**src/rtl/mdio_controller.sv**
```systemverilog
// mdio_controller: clause-22 MDIO station manager; serializes host frames and captures read data
module mdio_controller #(
    parameter int MDC_HALF = 2
) (
    input  logic        CLK,
    input  logic        RESET,
    input  logic        MDIO_START,
    input  logic [31:0] T_DATA,
    input  logic        MDIO_IN,
    output logic        MDC,
    output logic        MDIO_OE,
    output logic        MDIO_OUT,
    output logic [15:0] RD_DATA,
    output logic        DATA_RDY,
    output logic        BUSY
);
    typedef enum logic [1:0] {IDLE, ALIGN, SHIFT, DONE} state_t;
    localparam logic [7:0] DIV_TOP = 8'(MDC_HALF - 1);
    state_t      state, state_nxt;
    logic [7:0]  div_cnt;
    logic [4:0]  bit_cnt, bit_cnt_nxt;
    logic [31:0] shreg, shreg_nxt;
    logic [14:0] rx_sh, rx_sh_nxt;
    logic [15:0] rd_data_nxt;
    logic        is_rd, is_rd_nxt, oe_nxt, out_nxt, rdy_nxt, busy_nxt;
    logic        div_end, fall;

    assign div_end = div_cnt == DIV_TOP;
    assign fall    = div_end && MDC;

    // free-running MDC divider; MDC toggles each time the count wraps
    always_ff @(posedge CLK) begin
        if (!RESET) begin
            div_cnt <= '0;
            MDC     <= 1'b0;
        end else begin
            div_cnt <= div_end ? '0 : div_cnt + 8'd1;
            MDC     <= MDC ^ div_end;
        end
    end

    // FSM state and registered frame/output datapath
    always_ff @(posedge CLK) begin
        if (!RESET) begin
            state    <= IDLE;
            bit_cnt  <= 5'd31;
            shreg    <= '0;
            rx_sh    <= '0;
            is_rd    <= 1'b0;
            MDIO_OE  <= 1'b0;
            MDIO_OUT <= 1'b0;
            RD_DATA  <= '0;
            DATA_RDY <= 1'b0;
            BUSY     <= 1'b0;
        end else begin
            state    <= state_nxt;
            bit_cnt  <= bit_cnt_nxt;
            shreg    <= shreg_nxt;
            rx_sh    <= rx_sh_nxt;
            is_rd    <= is_rd_nxt;
            MDIO_OE  <= oe_nxt;
            MDIO_OUT <= out_nxt;
            RD_DATA  <= rd_data_nxt;
            DATA_RDY <= rdy_nxt;
            BUSY     <= busy_nxt;
        end
    end

    // next state and outputs; bits move only on MDC fall edges so each is stable across a rise
    always_comb begin
        state_nxt   = state;
        bit_cnt_nxt = bit_cnt;
        shreg_nxt   = shreg;
        rx_sh_nxt   = rx_sh;
        is_rd_nxt   = is_rd;
        oe_nxt      = MDIO_OE;
        out_nxt     = MDIO_OUT;
        rd_data_nxt = RD_DATA;
        rdy_nxt     = 1'b0;
        busy_nxt    = BUSY;
        case (state)
            IDLE: if (MDIO_START) begin
                shreg_nxt = T_DATA;
                is_rd_nxt = T_DATA[29];
                busy_nxt  = 1'b1;
                state_nxt = ALIGN;
            end
            ALIGN: if (fall) begin
                oe_nxt      = 1'b1;
                out_nxt     = shreg[31];
                bit_cnt_nxt = 5'd31;
                state_nxt   = SHIFT;
            end
            SHIFT: if (fall) begin
                if (bit_cnt <= 5'd15) rx_sh_nxt = {rx_sh[13:0], MDIO_IN};
                if (bit_cnt == 5'd0) begin
                    state_nxt = DONE;
                    oe_nxt    = 1'b0;
                    out_nxt   = 1'b0;
                    busy_nxt  = 1'b0;
                    if (is_rd) begin
                        rd_data_nxt = {rx_sh, MDIO_IN};
                        rdy_nxt     = 1'b1;
                    end
                end else begin
                    bit_cnt_nxt = bit_cnt - 5'd1;
                    shreg_nxt   = shreg << 1;
                    oe_nxt      = !is_rd || bit_cnt > 5'd18;
                    out_nxt     = oe_nxt && shreg[30];
                end
            end
            DONE: begin
                bit_cnt_nxt = 5'd31;
                state_nxt   = IDLE;
            end
            default: state_nxt = IDLE;
        endcase
    end
endmodule

```
**config.mk**
```make
export PLATFORM = sky130hd
export DESIGN_NAME = mdio_controller
export DESIGN_NICKNAME = d
export VERILOG_FILES = /design/src/rtl/mdio_controller.sv
export SDC_FILE = /design/constraint.sdc
export NUM_CORES = 1
export LEC_CHECK = 0
export BUFFER_PORTS_ARGS = -buffer_cell sky130_fd_sc_hd__buf_4
export CAP_MARGIN = 20
export CORE_UTILIZATION = 57
export DETAILED_ROUTE_END_ITERATION = 7
export MAX_ROUTING_LAYER = met4
export PLACE_DENSITY = 0.88
export SYNTH_ARGS = -nofsm -noshare
export SYNTH_HDL_FRONTEND = slang
export SYNTH_SLANG_ARGS = --single-unit
```
**constraint.sdc**
```tcl
create_clock -name CLK -period 3.55 [get_ports CLK]
set_input_delay 0.355 -clock CLK [delete_from_list [all_inputs] [get_ports CLK]]
set_output_delay 0.355 -clock CLK [all_outputs]
set_load 0.05 [all_outputs]
```
==> metrics.yaml <==
run_status:
  outcome: "finished with violations"
  violations: "DRC"
setup_path:
  start_kind: "flip-flop"
  endpoint: "shreg[1]"
  rr_worst_depth: 9
  reg2reg_slack_ps: 720
  critPathKind: "flip-flop to flip-flop"
  endpoint_kind: "flip-flop"
  required_ps: 3820
  r2r_start: "div_cnt[0]"
  cp.arrival_ps: 3110
  regToRegEndpoint: "shreg[1]"
  crit_start: "div_cnt[0]"
  cp_max_fo: 32
global_route:
  track_usage: 0.210
  overflow: 0
  grt_pass1_wl_microns: 11700
  grt_pass1_vias: 2668
  grt_max_degree: 48
  antenna_found_initial: 0
route:
  routed_wl_microns: 6900
  drt_pass1_iterations: 7
  drt-wirelength-per-cell_microns: 13.9
  route.vias.total: 2742
  drc_errors: 6
  drtAntennaViolNets: 0
  detail_route.vias_per_cell: 5.51
  drt_iter0_markers: 173
floorplanning:
  die_area_sq_mm: 0.00713
  die_y_microns: 84.4
  die_w_microns: 84.4
  core_area_sq_mm: 0.00646
  ios: 57
  rows: 29
  floorplan.initialDensity: 0.600
clock_tree:
  cts_tree: "done"
  worstSkewPairLatency_ps: 350
  cts_setup_buffers: 0
  cts.sinks: 84
  htree_num_levels: 3
  clockBufferDepth: 2
  cts_made_buffers: 9
  path_clk_slew_ps: 90
  post_cts_resized: 0
  hold_buffers: 0
  cts-root-buf: "clkbuf_8"
power_and_ir_drop:
  ir_drop_mv: 0.336
  power.density_mw_per_mm2: 647
  leakage_nw: 1.81
placed_design:
  numPortBuffers: 56
  hpwl_microns: 4640
  finalWeightedCongestion: 0.807
yosys:
  synth_flop_cell: "dfxtp_1"
  yosysWarnings: 0
  ys_seq_elements: 84
  ys_types: 47
  synth_cells: 367
  ys_async_sr_fraction: 0
  synth_edf_count: 0
  postSynthNetCount: 413
  synth-seq-area-share: 0.434
  netlist_area_sq_mm: 0.00387
  syn_area_per_cell_sq_um: 10.6
timing:
  max_freq_mhz: 353
  skew_ps: 11.6
  slew_headroom: 0.589
  fin_crit_sh: 0.798
  finalHoldViolCount: 0
  worst_pin_slew_ps: 615
  slew_violations: 0
  fin_crit_ps: 2830
  final.setup.tns_ps: 0
  hold_slack_ps: 269
  setup_viol: 0
  rsz0062_at_grt: "false"
cells_and_area:
  area_growth_syn_to_layout_pct: 15.4
  num-fill-cells: 493
  ff_latch_area_sq_mm: 0.00168
  n_antenna_cell: 0
  final_common_cell: "dfxtp_1"
  multi_input_area_sq_mm: 0.00200
  final_layout_size_suffix_gt1_frac: 0.349
  final_cell_mix: "84 x dfxtp_1, 62 x mux2i_1, 62 x buf_4, 40 x nand2_1, 30 x a211oi_2"
  nets: 462
flow_run:
  cap_violations: 0
hold_path:
  hold_path.class: "input pin to flip-flop"
  worstHoldStart: "MDIO_IN"
[synthesized netlist by cell type, types with 2 or more instances]
cell type | n | area share
a211oi_2 | 30 | 0.097
a21oi_1 | 3 | 0.0039
and2_1 | 2 | 0.0032
and3_1 | 2 | 0.0032
buf_1 | 2 | 0.0019
buf_2 | 8 | 0.010
buf_6 | 5 | 0.015
clkbuf_1 | 7 | 0.0068
dfxtp_1 | 84 | 0.43
ha_1 | 10 | 0.032
inv_1 | 10 | 0.0097
mux2i_1 | 62 | 0.16
nand2_1 | 40 | 0.039
nand2b_1 | 3 | 0.0048
nand3_1 | 6 | 0.0078
nand3b_1 | 3 | 0.0058
nand4_1 | 2 | 0.0032
nor2_1 | 16 | 0.016
nor2_2 | 28 | 0.045
nor2b_1 | 3 | 0.0048
o211ai_1 | 2 | 0.0039
o21a_1 | 3 | 0.0058
o21ai_0 | 3 | 0.0039
o221a_2 | 3 | 0.0087
o311ai_0 | 2 | 0.0045
o31ai_1 | 3 | 0.0058
xor2_1 | 5 | 0.011
[report_power, final]
part / switching (W) / internal (W)
clock network: 0.000360 / 0.000262
logic: 0.000591 / 0.000447
registers: 0.000116 / 0.00111
total: 0.00107 / 0.00182
[cells by family (layout without fill, tap and decap cells)]
group	after synthesis	after routing	share of synthesized area
AOI/OAI and AO/OA	58	58	0.157
xor gates and xnor gates	6	6	0.0136
adders and majority gates	10	10	0.0323
buffers and inverters	35	89	0.0498
DFF	84	84	0.434
muxes	62	62	0.160
and+or+nand+nor	112	112	0.153
[registers in the layout, summed over array words and instances, names as in the netlist]
signal,cells
MDC,1
rx_sh,15
is_rd,1
state,2
DATA_RDY,1
MDIO_OUT,1
shreg,32
MDIO_OE,1
div_cnt,8
RD_DATA,16
bit_cnt,5
BUSY,1
[stage by stage]
stage / worst slack (ps) / utilization / power, W / instances / cell area, sq um
2_1_floorplan: 1080 / - / 0.00216 / 367 / 3870
3_3_place_gp: 895 / 0.664 / 0.00224 / 482 / 4290
3_5_place_dp: 760 / 0.664 / 0.00229 / 482 / 4290
4_1_cts: 708 / 0.692 / 0.00291 / 498 / 4470
5_1_grt: 505 / 0.692 / 0.00306 / 498 / 4470
6_report: 717 / 0.692 / 0.00289 / 498 / 4470
[worst min-delay path by stage]
| stage | endpoint | slack, ps | cells past startpoint |
|---|---|---|---|
| after global routing | RD_DATA[0] | 270 | 3 |
| final | RD_DATA[0] | 270 | 3 |
| after CTS | RD_DATA[0] | 260 | 3 |
| after floorplan | RD_DATA[15] | 440 | 2 |
| after global placement | RD_DATA[7] | 450 | 2 |
| after detailed placement | RD_DATA[12] | 460 | 2 |
[layout make-up]
cell class / count / share of cell area
Timing Repair Buffer: 62 / 0.104
Clock inverter: 7 / 0.0132
Tap cell: 77 / 0.0216
Clock buffer: 9 / 0.0277
Multi-Input combinational cell: 248 / 0.448
Sequential cell: 84 / 0.376
Inverter: 11 / 0.00924
[layer usage]
layer  wire length, microns  vias to the layer above  global-route usage  part of all wire
li1                       -                     1384                   -                 -
met1                   3080                     1275               0.248              0.45
met2                   3300                       68               0.341              0.48
met3                    404                       15              0.0393             0.059
met4                    121                        0               0.108             0.018
met5                      0                        -                   -                 0
[worst max-delay path: stages (launching register included)]
cell	delay, ps
dfxtp_1	420
ha_1	170
or4b_1	440
nor4_2	200
ha_1	340
nand2_4	120
o31ai_4	280
buf_4	450
nor2_1	120
a211oi_2	200
Power figures use the tool's default switching activity.
